<file path="config.mk">
export PLATFORM = sky130hd
export DESIGN_NAME = mem_access
export DESIGN_NICKNAME = d
export VERILOG_FILES = /design/src/rtl/mem_access.sv
export SDC_FILE = /design/constraint.sdc
export NUM_CORES = 1
export LEC_CHECK = 0
export CORE_MARGIN = 2
export CORE_UTILIZATION = 40
export CTS_BUF_LIST = sky130_fd_sc_hd__clkbuf_8
export DETAILED_ROUTE_END_ITERATION = 16
export PLACE_DENSITY = 0.79
export SYNTH_ARGS = -nofsm -noshare
export SYNTH_HDL_FRONTEND = slang
export SYNTH_SLANG_ARGS = --single-unit
</file>
<file path="constraint.sdc">
create_clock -name clk -period 1.92 [get_ports clk]
set_input_delay 0.192 -clock clk [delete_from_list [all_inputs] [get_ports clk]]
set_output_delay 0.192 -clock clk [all_outputs]
set_load 0.01 [all_outputs]
</file>
<file path="src/rtl/mem_access.sv">
// Memory stage of the mriscv pipeline: runs load/store transactions on a req/ack
// bus and emits a one-cycle writeback or fault pulse for every accepted op.
module mem_access #(
  parameter int TIMEOUT = 16
) (
  input  logic        clk,
  input  logic        reset,
  input  logic        valid_i,
  input  logic        is_load,
  input  logic        is_store,
  input  logic [2:0]  func3,
  input  logic [31:0] result,
  input  logic [31:0] store_data,
  input  logic [4:0]  dest_i,
  output logic        busy,
  output logic        mem_req,
  output logic        mem_we,
  output logic [31:0] mem_addr,
  output logic [31:0] mem_wdata,
  output logic [3:0]  mem_be,
  input  logic [31:0] mem_rdata,
  input  logic        mem_ack,
  output logic        wb_valid,
  output logic [4:0]  wb_dest,
  output logic [31:0] wb_data,
  output logic [1:0]  fault
);

  localparam logic [0:0] S_IDLE = 1'b0;
  localparam logic [0:0] S_BUS  = 1'b1;

  localparam int               CNT_W    = $clog2(TIMEOUT);
  localparam logic [CNT_W-1:0] CNT_LAST = CNT_W'(TIMEOUT - 1);

  localparam logic [1:0] FLT_NONE    = 2'b00;
  localparam logic [1:0] FLT_MISALGN = 2'b01;
  localparam logic [1:0] FLT_TIMEOUT = 2'b10;
  localparam logic [1:0] FLT_ILLEGAL = 2'b11;

  logic [0:0]       r_state;
  logic [CNT_W-1:0] r_cnt;
  logic [2:0]       r_func3;
  logic [1:0]       r_off;
  logic [4:0]       r_dest;

  logic             r_mem_req;
  logic             r_mem_we;
  logic [31:0]      r_mem_addr;
  logic [31:0]      r_mem_wdata;
  logic [3:0]       r_mem_be;

  logic             r_wb_valid;
  logic [4:0]       r_wb_dest;
  logic [31:0]      r_wb_data;
  logic [1:0]       r_fault;

  logic             w_mem_op;
  logic             w_illegal;
  logic             w_misaligned;
  logic [3:0]       w_be;
  logic [31:0]      w_wdata;
  logic [31:0]      w_lane;
  logic [31:0]      w_load_data;

  assign w_mem_op = is_load | is_store;

  always_comb begin
    // NOTE: every always_comb output gets a default first so no path infers a latch.
    w_illegal = 1'b0;
    if (is_load && is_store) begin
      w_illegal = 1'b1;
    end else if (is_load) begin
      w_illegal = (func3 == 3'b011) || (func3[2:1] == 2'b11);
    end else if (is_store) begin
      w_illegal = func3[2] || (func3[1:0] == 2'b11);
    end

    w_misaligned = ((func3[1:0] == 2'b01) && result[0]) ||
                   ((func3[1:0] == 2'b10) && (result[1:0] != 2'b00));
  end

  // Stores replicate the datum across lanes; the byte enables pick the lane.
  always_comb begin
    w_be    = 4'b1111;
    w_wdata = store_data;
    case (func3[1:0])
      2'b00: begin
        w_be    = 4'b0001 << result[1:0];
        w_wdata = {4{store_data[7:0]}};
      end
      2'b01: begin
        w_be    = result[1] ? 4'b1100 : 4'b0011;
        w_wdata = {2{store_data[15:0]}};
      end
      default: begin
        w_be    = 4'b1111;
        w_wdata = store_data;
      end
    endcase
  end

  assign w_lane = mem_rdata >> {r_off, 3'b000};

  always_comb begin
    w_load_data = w_lane;
    case (r_func3)
      3'b000:  w_load_data = {{24{w_lane[7]}}, w_lane[7:0]};
      3'b001:  w_load_data = {{16{w_lane[15]}}, w_lane[15:0]};
      3'b100:  w_load_data = {24'd0, w_lane[7:0]};
      3'b101:  w_load_data = {16'd0, w_lane[15:0]};
      default: w_load_data = w_lane;
    endcase
  end

  always_ff @(posedge clk) begin
    if (reset) begin
      // NOTE: sequential state uses non-blocking assignments so every register samples pre-edge values.
      r_state     <= S_IDLE;
      r_cnt       <= '0;
      r_func3     <= 3'b000;
      r_off       <= 2'b00;
      r_dest      <= 5'd0;
      r_mem_req   <= 1'b0;
      r_mem_we    <= 1'b0;
      r_mem_addr  <= 32'd0;
      r_mem_wdata <= 32'd0;
      r_mem_be    <= 4'b0000;
      r_wb_valid  <= 1'b0;
      r_wb_dest   <= 5'd0;
      r_wb_data   <= 32'd0;
      r_fault     <= FLT_NONE;
    end else begin
      r_wb_valid <= 1'b0;
      r_wb_dest  <= 5'd0;
      r_wb_data  <= 32'd0;
      r_fault    <= FLT_NONE;

      case (r_state)
        S_IDLE: begin
          if (valid_i) begin
            if (!w_mem_op) begin
              r_wb_valid <= 1'b1;
              r_wb_dest  <= dest_i;
              r_wb_data  <= result;
            end else if (w_illegal) begin
              r_fault <= FLT_ILLEGAL;
            end else if (w_misaligned) begin
              r_fault <= FLT_MISALGN;
            end else begin
              r_state     <= S_BUS;
              r_cnt       <= '0;
              r_func3     <= func3;
              r_off       <= result[1:0];
              r_dest      <= dest_i;
              r_mem_req   <= 1'b1;
              r_mem_we    <= is_store;
              r_mem_addr  <= {result[31:2], 2'b00};
              r_mem_wdata <= is_store ? w_wdata : 32'd0;
              r_mem_be    <= is_store ? w_be : 4'b1111;
            end
          end
        end

        S_BUS: begin
          // An ack in the last allowed cycle still counts as a normal completion.
          if (mem_ack || (r_cnt == CNT_LAST)) begin
            r_state     <= S_IDLE;
            r_mem_req   <= 1'b0;
            r_mem_we    <= 1'b0;
            r_mem_addr  <= 32'd0;
            r_mem_wdata <= 32'd0;
            r_mem_be    <= 4'b0000;
            if (mem_ack) begin
              r_wb_valid <= 1'b1;
              r_wb_dest  <= r_mem_we ? 5'd0 : r_dest;
              r_wb_data  <= r_mem_we ? 32'd0 : w_load_data;
            end else begin
              r_fault <= FLT_TIMEOUT;
            end
          end else begin
            r_cnt <= r_cnt + 1'b1;
          end
        end

        default: r_state <= S_IDLE;
      endcase
    end
  end

  assign busy      = (r_state == S_BUS);
  assign mem_req   = r_mem_req;
  assign mem_we    = r_mem_we;
  assign mem_addr  = r_mem_addr;
  assign mem_wdata = r_mem_wdata;
  assign mem_be    = r_mem_be;
  assign wb_valid  = r_wb_valid;
  assign wb_dest   = r_wb_dest;
  assign wb_data   = r_wb_data;
  assign fault     = r_fault;

endmodule

</file>
# == Word level (Yosys, flattened, before mapping) ==
# Cells that the tools add are included.
# classes
addsub,1
n_eq_ne,15
shift,2
mux,73
bitwise_logic,4
n_reduce_logical,13
# op_table
operator,n
32-bit 2-to-1 mux,15
32-bit case mux with 2 select lines,4
32-bit case mux with 4 select lines,1
4-bit 2-to-1 mux,12
32-bit by 5-bit >> shifter with 32-bit output,1
5-bit 2-to-1 mux,5
4-bit case mux with 2 select lines,3
1-bit 2-to-1 mux,22
5-bit AND reduction,3
2-bit 2-to-1 mux,5
"2-bit != test, second input constant",5
5-bit case mux with 2 select lines,1
1-bit case mux with 2 select lines,4
"2-bit equality test, second input constant",3
"3-bit equality test, second input constant",2
"4-bit by 1-bit adder with 4-bit output, second input constant",1
"4-bit equality test, second input constant",1
1-bit logical OR,4
2-bit case mux with 2 select lines,1
"1-bit by 2-bit left shift with 4-bit output, first input constant",1
"3-bit by 1-bit equality test with 1-bit output, second input constant",1
"3-bit by 2-bit equality test with 1-bit output, second input constant",1
1-bit logical AND,3
3-bit zero test,1
6 further kinds,8
# totals
register_bits,125
input_bits,110
output_inout_bits,111
wordCells,122

# == Depth between registers and ports, before layout ==
# Gate-level depths: netlist of run 1.
# logic_depth
ltp_word,9
ltp_mapped,8

# == Worst setup path before layout of run 1 ==
# OpenSTA, ideal clock, no wires.
# synth_timing
path_type,register -> register
startpoint,reg r_off[1]
endpoint,reg r_wb_data[22] (netlist: wb_data[22])
arrival_ns,1.754
required_ns,1.788
slack_ns,0.034
stages_incl_launch_ff,7
period_less_slack_ns,1.886
cell_sequence,dfxtp_1 -> clkbuf_1 -> mux4_2 -> and2_1 -> o211ai_2 -> buf_2 -> a21oi_1
# synth_via
elab_chain_cells,6
# synth_rtl
item,line_no,text
from (decl),43,logic [1:0] r_off;
from (signal assigned),153,r_off <= result[1:0];
32-bit by 5-bit >> shifter with 32-bit output,102,"assign w_lane = mem_rdata >> {r_off, 3'b000};"
32-bit case mux with 4 select lines,106,case (r_func3)
32-bit 2-to-1 mux,176,r_wb_data <= r_mem_we ? 32'd0 : w_load_data;
32-bit 2-to-1 mux,173,if (mem_ack) begin
32-bit 2-to-1 mux,166,if (mem_ack || (r_cnt == CNT_LAST)) begin
32-bit case mux with 2 select lines,138,case (r_state)
to (signal assigned),144,r_wb_data <= result;
to (signal assigned),176,
to (decl),54,logic [31:0] r_wb_data;
# No other way between the ends.
# A chain may end at the register's enable or synchronous reset.

# == Worst setup path in the final report of run 1 ==
# layout_timing
startpoint,reg r_state (netlist: busy)
endpoint,reg r_mem_wdata[10] (netlist: mem_wdata[10])
# layout_via
elab_chain_cells,3
# layout_rtl
item,line_no,text
from (decl),40,logic [0:0] r_state;
from (signal assigned),118,r_state <= S_IDLE;
from (signal assigned),150,r_state <= S_BUS;
from (signal assigned),167,r_state <= S_IDLE;
1-bit inverter (no source line),-,
2-bit != test (no source line),-,
5-bit AND reduction (no source line),-,
to (signal assigned),158,r_mem_wdata <= is_store ? w_wdata : 32'd0;
to (decl),49,logic [31:0] r_mem_wdata;
# Several ways; a longest one is shown, not always the timed one.

==> impl_metrics.prom, run 1 <==
# TYPE chip_impl_metric gauge
chip_impl_metric{name="viasPerCell",unit=""} 5.36
chip_impl_metric{name="fmaxAchievable",unit="GHz"} 0.539
chip_impl_metric{name="dieHeight",unit="µm"} 117
chip_impl_metric{name="postLayoutCellArea",unit="mm²"} 0.00819
chip_impl_metric{name="numClockSinks",unit=""} 123
chip_impl_info{name="hp-class",value="in -> reg"} 1
chip_impl_metric{name="yosys_warnings",unit=""} 0
chip_impl_metric{name="max-clock-path-buffers",unit=""} 2
chip_impl_metric{name="worstPathArrival",unit="ns"} 2.24
chip_impl_metric{name="gp_congestion",unit=""} 0.910
chip_impl_metric{name="p_leak",unit="nW"} 3.06
chip_impl_metric{name="area_of_the_die",unit="mm²"} 0.0138
chip_impl_info{name="grt_setup_unrepaired",value="true"} 1
chip_impl_metric{name="synth_enable_flop_cells",unit=""} 0
chip_impl_info{name="whs_endpoint",value="wb_valid"} 1
chip_impl_metric{name="grt_usage",unit="%"} 24.9
chip_impl_metric{name="timing.hold.worst_path_depth",unit=""} 3
chip_impl_metric{name="wl_per_cell",unit="µm"} 18.5
chip_impl_metric{name="numPlacedInstances",unit=""} 892
chip_impl_metric{name="number_of_search_and_repair_iterations_in_the_first_detailed_routing_pass",unit=""} 6
chip_impl_metric{name="fin_skew",unit="ns"} 0.00923
chip_impl_info{name="clockRootBuffer",value="clkbuf_8"} 1
chip_impl_metric{name="num-fill-cells",unit=""} 1019
chip_impl_metric{name="shortest_clock_period_the_worst_path_allows_after_layout",unit="ns"} 1.86
chip_impl_metric{name="io_pins",unit=""} 221
chip_impl_info{name="tritoncts",value="built"} 1
chip_impl_metric{name="postSynthRegisterBits",unit=""} 123
chip_impl_metric{name="placementRows",unit=""} 41
chip_impl_info{name="worst_r2r_startpoint",value="busy"} 1
chip_impl_metric{name="core_area",unit="mm²"} 0.0126
chip_impl_metric{name="drv_slew",unit=""} 0
chip_impl_metric{name="tightest_slew",unit="ns"} 0.890
chip_impl_info{name="status",value="finished clean"} 1
chip_impl_metric{name="crit_path_max_fanout",unit=""} 16
chip_impl_metric{name="area_growth_syn_to_layout",unit="%"} 59.4
chip_impl_metric{name="drtAntennaViolNets",unit=""} 0
chip_impl_metric{name="report.final.setup_viol",unit=""} 0
chip_impl_metric{name="seqCellArea",unit="mm²"} 0.00246
chip_impl_metric{name="multi_input_gate_area_in_the_final_layout",unit="mm²"} 0.00248
chip_impl_metric{name="dpl_cell_area",unit="mm²"} 0.00779
chip_impl_metric{name="nets",unit=""} 850
chip_impl_info{name="most_used_flip_flop_cell_after_synthesis",value="dfxtp_1"} 1
chip_impl_metric{name="htreeDepth",unit=""} 4
chip_impl_metric{name="cts.reportedPaths.clkPinSlew",unit="ns"} 0.08
chip_impl_info{name="mostFrequentLayoutCell",value="clkdlybuf4s50_1"} 1
chip_impl_metric{name="yosysSeqAreaShare",unit="%"} 47.9
chip_impl_metric{name="finalSetupTns",unit="ns"} 0
chip_impl_metric{name="drc",unit=""} 0
chip_impl_metric{name="grt_pass1_wl",unit="µm"} 27300
chip_impl_metric{name="hold_buffers",unit=""} 0
chip_impl_metric{name="synth-async-reset-ratio",unit="%"} 0
chip_impl_metric{name="post_synthesis_instance_area",unit="mm²"} 0.00514
chip_impl_metric{name="die_w",unit="µm"} 117
chip_impl_metric{name="synthesis.area_per_instance",unit="µm²"} 10.3
chip_impl_metric{name="worst-endpoint-required",unit="ns"} 2.30
chip_impl_info{name="hold_path_startpoint",value="reset"} 1
chip_impl_metric{name="buffer_ports.inserted",unit=""} 218
chip_impl_metric{name="floorplan.initialDensity",unit="%"} 40.9
chip_impl_metric{name="finalHoldViolCount",unit=""} 0
chip_impl_info{name="critPathKind",value="reg -> reg"} 1
chip_impl_metric{name="globalRouteOverflowTotal",unit=""} 0
chip_impl_info{name="launching_element_type_of_the_critical_path",value="flop"} 1
chip_impl_metric{name="detailedPlacementHpwl",unit="µm"} 13000
chip_impl_metric{name="rr_worst_depth",unit=""} 4
chip_impl_metric{name="clock_latency_reported_for_the_late_side_of_the_worst_skew_pair",unit="ns"} 0.45
chip_impl_metric{name="post-route-period-util",unit="%"} 96.7
chip_impl_metric{name="max_cap_viol_count",unit=""} 0
chip_impl_metric{name="yosysUniqueCellTypes",unit=""} 45
chip_impl_metric{name="layout.cells.non_filler",unit=""} 924
chip_impl_metric{name="power_density",unit="mW/mm²"} 733
chip_impl_info{name="critical_path.endpoint_type",value="flop"} 1
chip_impl_metric{name="1st_iter_drt_viols",unit=""} 357
chip_impl_info{name="worst_r2r_endpoint",value="mem_wdata[10]"} 1
chip_impl_metric{name="syn_inst",unit=""} 498
chip_impl_metric{name="drive_above_1_share",unit="%"} 14.6
chip_impl_info{name="final_cell_mix",value="clkdlybuf4s50_1 (217), dfxtp_1 (122), a22o_1 (50), mux2i_1 (49), nor2_1 (44)"} 1
chip_impl_metric{name="timing.reg2reg.setup_slack",unit="ns"} 0.06
chip_impl_metric{name="detail_route.wirelength",unit="µm"} 17100
chip_impl_metric{name="grt_antenna_before_repair",unit=""} 0
chip_impl_metric{name="grt_start_max_net_pins",unit=""} 32
chip_impl_info{name="worst_setup_path_startpoint",value="busy"} 1
chip_impl_metric{name="antenna-diode-count",unit=""} 0
chip_impl_metric{name="max-vdd-ir-drop",unit="mV"} 0.414
chip_impl_metric{name="tritoncts.num_buffers",unit=""} 17
chip_impl_metric{name="maxSlewHeadroom",unit="%"} 40.4
chip_impl_metric{name="vias",unit=""} 4957
chip_impl_metric{name="number_of_global_route_vias_before_repair",unit=""} 5107
## flip-flops by register name (all words and copies together) (netlist names)
name,cells
busy,1
fault,2
mem_addr,30
mem_be,4
mem_req,1
mem_wdata,32
mem_we,1
r_cnt,4
r_dest,5
r_func3,3
r_off,2
wb_data,32
wb_dest,5
wb_valid,1
## worst max-delay path by stage
stage | endpoint | slack, ns | depth (start not counted)
after floorplan | wb_data[22] | 0.03 | 6
after CTS | r_cnt[3] | 0.02 | 5
final | mem_wdata[10] | 0.06 | 4
after global routing | r_cnt[2] | -0.02 | 5
after global placement | mem_wdata[9] | -0.19 | 5
after detailed placement | r_cnt[3] | -0.31 | 6
## area by class of cell
cell class,instances,area share [%]
clock buffers,20,3.36
clock inverters,12,1.51
inverters,4,0.183
multi-input cells,327,30.2
flip-flops and latches,123,30.1
well taps,172,2.63
repair buffers,266,32.0
## stage by stage
| stage | util [%] | total power, mW | hold WS, ns | setup WS, ns |
|---|---|---|---|---|
| 3_3_place_gp | 62.0 | 3.74 | 0.439 | -0.189 |
| 6_report | 65.2 | 6.01 | 0.297 | 0.0640 |
| 3_5_place_dp | 62.0 | 3.76 | 0.442 | -0.310 |
| 5_1_grt | 65.2 | 6.24 | 0.294 | -0.0215 |
| 2_1_floorplan | - | 3.16 | 0.317 | 0.0337 |
| 4_1_cts | 65.1 | 6.06 | 0.272 | 0.0246 |
## worst max-delay path, cell delays in order, from the launching register on
cell       delay, ns
dfxtp_1         0.38
nor2b_1         0.21
o211ai_1        0.27
or4b_4          0.72
o2bb2ai_1       0.20
## cell usage after synthesis, drive strengths merged (2+ instances only)
master / number / area share [%]
dfxtp: 123 / 48
a22o: 50 / 8.5
mux2i: 49 / 9.5
nor2: 45 / 3.3
a22oi: 38 / 5.5
o21ai: 32 / 3.1
buf: 24 / 2.9
clkbuf: 21 / 1.5
a21oi: 20 / 2.0
nand2: 19 / 1.4
o2bb2ai: 17 / 4.1
a2bb2oi: 9 / 1.5
mux2: 8 / 1.8
nor2b: 6 / 0.73
inv: 4 / 0.29
nand3: 4 / 0.39
o211ai: 4 / 0.68
nor4: 3 / 0.61
a211oi: 2 / 0.29
a21o: 2 / 0.29
and3b: 2 / 0.34
nand3b: 2 / 0.29
nor3: 2 / 0.41
or3: 2 / 0.24
## layer usage
layer	global-route usage (%)	vias to the layer above	share of wire [%]
met5	0	-	0
met4	11.2	0	2.9
met3	8.71	42	8.5
met2	41.1	217	48
met1	29.3	2367	41
li1	-	2331	-
## cells by family after synthesis
| logic type | after synthesis | synth area share (%) |
|---|---|---|
| buffers and inverters | 49 | 4.72 |
| other | 1 | 0.0729 |
| XOR/XNOR | 1 | 0.170 |
| AND/OR/NAND/NOR | 90 | 8.86 |
| flip-flops | 123 | 47.9 |
| multiplexers | 58 | 11.7 |
| AO/OA/AOI/OAI | 175 | 26.3 |
| adder cells (fa/ha/maj) | 1 | 0.243 |
## where the power goes
part | switching [mW] | internal, mW
Clock | 1.05 | 1.24
Sequential | 0.0489 | 2.64
Combinational | 0.461 | 0.571
## repair_timing
item | CTS | global route
endpoints found under the setup margin | 0 | 10
endpoints found under the hold margin | 0 | 0
buffers inserted | 0 | 0
resized for setup | 0 | 2
(Power assumes the default switching activity.)
==> run 2, diff against run 1 <==
--- a/config.mk
+++ b/config.mk
@@ -5,11 +5,12 @@
 export SDC_FILE = /design/constraint.sdc
 export NUM_CORES = 1
 export LEC_CHECK = 0
+export ABC_AREA = 1
 export CORE_MARGIN = 2
-export CORE_UTILIZATION = 40
+export CORE_UTILIZATION = 41
 export CTS_BUF_LIST = sky130_fd_sc_hd__clkbuf_8
 export DETAILED_ROUTE_END_ITERATION = 16
-export PLACE_DENSITY = 0.79
+export PLACE_DENSITY = 0.78
 export SYNTH_ARGS = -nofsm -noshare
 export SYNTH_HDL_FRONTEND = slang
 export SYNTH_SLANG_ARGS = --single-unit
==> impl_metrics.prom, run 2 <==
# TYPE chip_impl_metric gauge
chip_impl_metric{name="synthesis.area_per_instance",unit="µm²"} 6.65
chip_impl_metric{name="fmaxAchievable",unit="GHz"} 0.577
chip_impl_metric{name="timing.reg2reg.setup_slack",unit="ns"} 0.19
chip_impl_metric{name="num-fill-cells",unit=""} 1251
chip_impl_metric{name="post_cts_setup_bufs",unit=""} 0
chip_impl_metric{name="rr_worst_depth",unit=""} 11
chip_impl_metric{name="grt_start_max_net_pins",unit=""} 44
chip_impl_info{name="whs_endpoint",value="busy"} 1
chip_impl_metric{name="worstPathArrival",unit="ns"} 2.06
chip_impl_info{name="synth_area_leader_cell",value="dfxtp_1"} 1
chip_impl_metric{name="worst-endpoint-required",unit="ns"} 2.25
chip_impl_metric{name="report.final.setup_viol",unit=""} 0
chip_impl_metric{name="cts-resized-gates",unit=""} 0
chip_impl_metric{name="die_w",unit="µm"} 123
chip_impl_metric{name="synth_top_area_share",unit="%"} 42.5
chip_impl_metric{name="crit_path_max_fanout",unit=""} 29
chip_impl_metric{name="antenna-diode-count",unit=""} 0
chip_impl_metric{name="number_of_global_route_vias_before_repair",unit=""} 5950
chip_impl_info{name="ys_top_cells_by_count",value="nand2_1 (299), a21oi_1 (145), dfxtp_1 (123)"} 1
chip_impl_metric{name="yosysUniqueCellTypes",unit=""} 27
chip_impl_metric{name="final_util",unit="%"} 63.3
chip_impl_metric{name="shortest_clock_period_the_worst_path_allows_after_layout",unit="ns"} 1.73
chip_impl_metric{name="timing.hold.worst_path_depth",unit=""} 2
chip_impl_metric{name="finalHoldViolCount",unit=""} 0
chip_impl_metric{name="max-vdd-ir-drop",unit="mV"} 0.457
chip_impl_metric{name="numPlacedInstances",unit=""} 1233
chip_impl_metric{name="power_density",unit="mW/mm²"} 773
chip_impl_info{name="hp-class",value="in -> reg"} 1
chip_impl_metric{name="drv_slew",unit=""} 0
chip_impl_info{name="final_cell_mix",value="nand2_1 (299), clkdlybuf4s50_1 (217), a21oi_1 (145), dfxtp_1 (123), nand3_1 (65)"} 1
chip_impl_metric{name="grt_pass1_wl",unit="µm"} 30000
chip_impl_info{name="top_cells_by_area_in_the_synthesized_netlist",value="dfxtp_1 (43%), nand2_1 (19%), a21oi_1 (13%)"} 1
chip_impl_info{name="worst_r2r_endpoint",value="mem_wdata[6]"} 1
chip_impl_metric{name="vias",unit=""} 6469
chip_impl_metric{name="maxSlewHeadroom",unit="%"} 64.0
chip_impl_info{name="tritoncts",value="built"} 1
chip_impl_metric{name="yosys_warnings",unit=""} 0
chip_impl_metric{name="dpl_cell_area",unit="mm²"} 0.00827
chip_impl_metric{name="tightest_slew",unit="ns"} 0.538
chip_impl_metric{name="placementRows",unit=""} 43
chip_impl_info{name="synthMostInstantiatedCell",value="nand2_1"} 1
chip_impl_metric{name="buffer_ports.inserted",unit=""} 218
chip_impl_metric{name="p_leak",unit="nW"} 3.45
chip_impl_metric{name="postSynthRegisterBits",unit=""} 123
chip_impl_metric{name="numClockSinks",unit=""} 123
chip_impl_metric{name="globalRouteOverflowTotal",unit=""} 0
chip_impl_info{name="worst_r2r_startpoint",value="r_cnt[0]"} 1
chip_impl_metric{name="clock_latency_reported_for_the_late_side_of_the_worst_skew_pair",unit="ns"} 0.45
chip_impl_metric{name="yosysSeqAreaShare",unit="%"} 42.5
chip_impl_metric{name="drc",unit=""} 0
chip_impl_metric{name="detail_route.wirelength",unit="µm"} 19100
chip_impl_metric{name="grt_usage",unit="%"} 25.5
chip_impl_metric{name="tritoncts.num_buffers",unit=""} 17
chip_impl_metric{name="drive_above_1_share",unit="%"} 7.10
chip_impl_metric{name="dieHeight",unit="µm"} 123
chip_impl_metric{name="nets",unit=""} 1183
chip_impl_metric{name="drtAntennaViolNets",unit=""} 0
chip_impl_metric{name="layout.cells.non_filler",unit=""} 1265
chip_impl_info{name="grt_setup_unrepaired",value="false"} 1
chip_impl_metric{name="core_area",unit="mm²"} 0.0138
chip_impl_info{name="hold_path_startpoint",value="reset"} 1
chip_impl_info{name="critical_path.endpoint_type",value="flop"} 1
chip_impl_metric{name="1st_iter_drt_viols",unit=""} 580
chip_impl_metric{name="viasPerCell",unit=""} 5.11
chip_impl_metric{name="area_growth_syn_to_layout",unit="%"} 51.1
chip_impl_metric{name="finalSetupTns",unit="ns"} 0
chip_impl_metric{name="area_of_the_die",unit="mm²"} 0.0151
chip_impl_metric{name="io_pins",unit=""} 221
chip_impl_metric{name="max-clock-path-buffers",unit=""} 2
chip_impl_metric{name="detailedPlacementHpwl",unit="µm"} 13800
chip_impl_info{name="launching_element_type_of_the_critical_path",value="flop"} 1
chip_impl_metric{name="synth_enable_flop_cells",unit=""} 0
chip_impl_info{name="clockRootBuffer",value="clkbuf_8"} 1
chip_impl_metric{name="htreeDepth",unit=""} 4
chip_impl_info{name="mostFrequentLayoutCell",value="nand2_1"} 1
chip_impl_info{name="critPathKind",value="reg -> reg"} 1
chip_impl_metric{name="floorplan.initialDensity",unit="%"} 41.9
chip_impl_metric{name="post-route-period-util",unit="%"} 90.3
chip_impl_metric{name="post_synthesis_instance_area",unit="mm²"} 0.00579
chip_impl_metric{name="grt_antenna_before_repair",unit=""} 0
chip_impl_metric{name="max_cap_viol_count",unit=""} 0
chip_impl_metric{name="cts.reportedPaths.clkPinSlew",unit="ns"} 0.08
chip_impl_metric{name="number_of_search_and_repair_iterations_in_the_first_detailed_routing_pass",unit=""} 5
chip_impl_metric{name="fin_skew",unit="ns"} 0.0107
chip_impl_metric{name="wl_per_cell",unit="µm"} 15.1
chip_impl_info{name="most_used_flip_flop_cell_after_synthesis",value="dfxtp_1"} 1
chip_impl_metric{name="syn_inst",unit=""} 870
chip_impl_metric{name="hold_buffers",unit=""} 0
chip_impl_info{name="status",value="finished clean"} 1
chip_impl_metric{name="synth-async-reset-ratio",unit="%"} 0
chip_impl_metric{name="postLayoutCellArea",unit="mm²"} 0.00875
chip_impl_metric{name="gp_congestion",unit=""} 0.877
## run 2: changes by cell type after synthesis, moves of 25 or more
cell	delta
a22o_1	-50
nand2_1	+280
a21oi_1	+126
nor3_1	+25
inv_1	+40
mux2i_1	-49
a22oi_1	-38
nand3_1	+61
## run 2: how the worst max path moves through the flow
stage | start | end | slack (ns)
floorplan | r_cnt[0] | mem_addr[11] | 0.35
global placement | func3[1] | mem_wdata[31] | 0.02
detailed placement | func3[1] | mem_wdata[31] | 0.008
CTS | busy | busy | 0.19
global route | r_cnt[1] | mem_addr[2] | 0.06
finish | r_cnt[0] | mem_wdata[6] | 0.19
## run 2: power breakdown
part | internal [mW] | switching [mW]
clock | 1.63 | 1.10
sequential | 2.65 | 0.0610
combinational | 0.628 | 0.691
## run 2: cells by family after synthesis
logic type / after synthesis / synth area share [%]
adder cells (fa/ha/maj): 1 / 0.216
flip-flops: 123 / 42.5
other: 1 / 0.0648
XOR/XNOR: 1 / 0.151
buffers and inverters: 115 / 8.75
AO/OA/AOI/OAI: 179 / 16.0
AND/OR/NAND/NOR: 450 / 32.2
## run 2: critical path: stages, from the launching register on
cell     delay (ns)
dfxtp_1        0.36
ha_1           0.17
nand2_1        0.05
inv_1          0.07
nand2_1        0.07
nand2_1        0.12
inv_2          0.08
a21oi_4        0.24
nand2_4        0.13
buf_12         0.19
nand2_1        0.07
a21oi_1        0.05
## run 2: metrics by stage
stage	total power [mW]	setup WS [ns]	hold slack (ns)
2_1_floorplan	3.41	0.348	0.327
3_3_place_gp	4.06	0.0209	0.446
3_5_place_dp	4.08	0.00811	0.450
4_1_cts	6.80	0.187	0.132
5_1_grt	7.07	0.0567	0.149
6_report	6.76	0.186	0.163
## run 2: layout make-up
| cell class | instances | area, µm² | share of cell area [%] |
|---|---|---|---|
| clock inverter | 13 | 214 | 2.45 |
| timing repair buffer | 249 | 2560 | 29.3 |
| inverter | 48 | 185 | 2.12 |
| tap | 180 | 225 | 2.57 |
| sequential | 123 | 2460 | 28.1 |
| clock buffer | 19 | 262 | 2.99 |
| multi-input combinational | 633 | 2840 | 32.4 |
## run 2: layer usage
| metal | up-vias | share of wire (%) | global-route usage [%] |
|---|---|---|---|
| met4 | 0 | 1.9 | 7.90 |
| met3 | 31 | 9.2 | 7.57 |
| li1 | 3230 | - | - |
| met1 | 2931 | 41 | 31.3 |
| met5 | - | 0 | 0 |
| met2 | 277 | 48 | 43.0 |
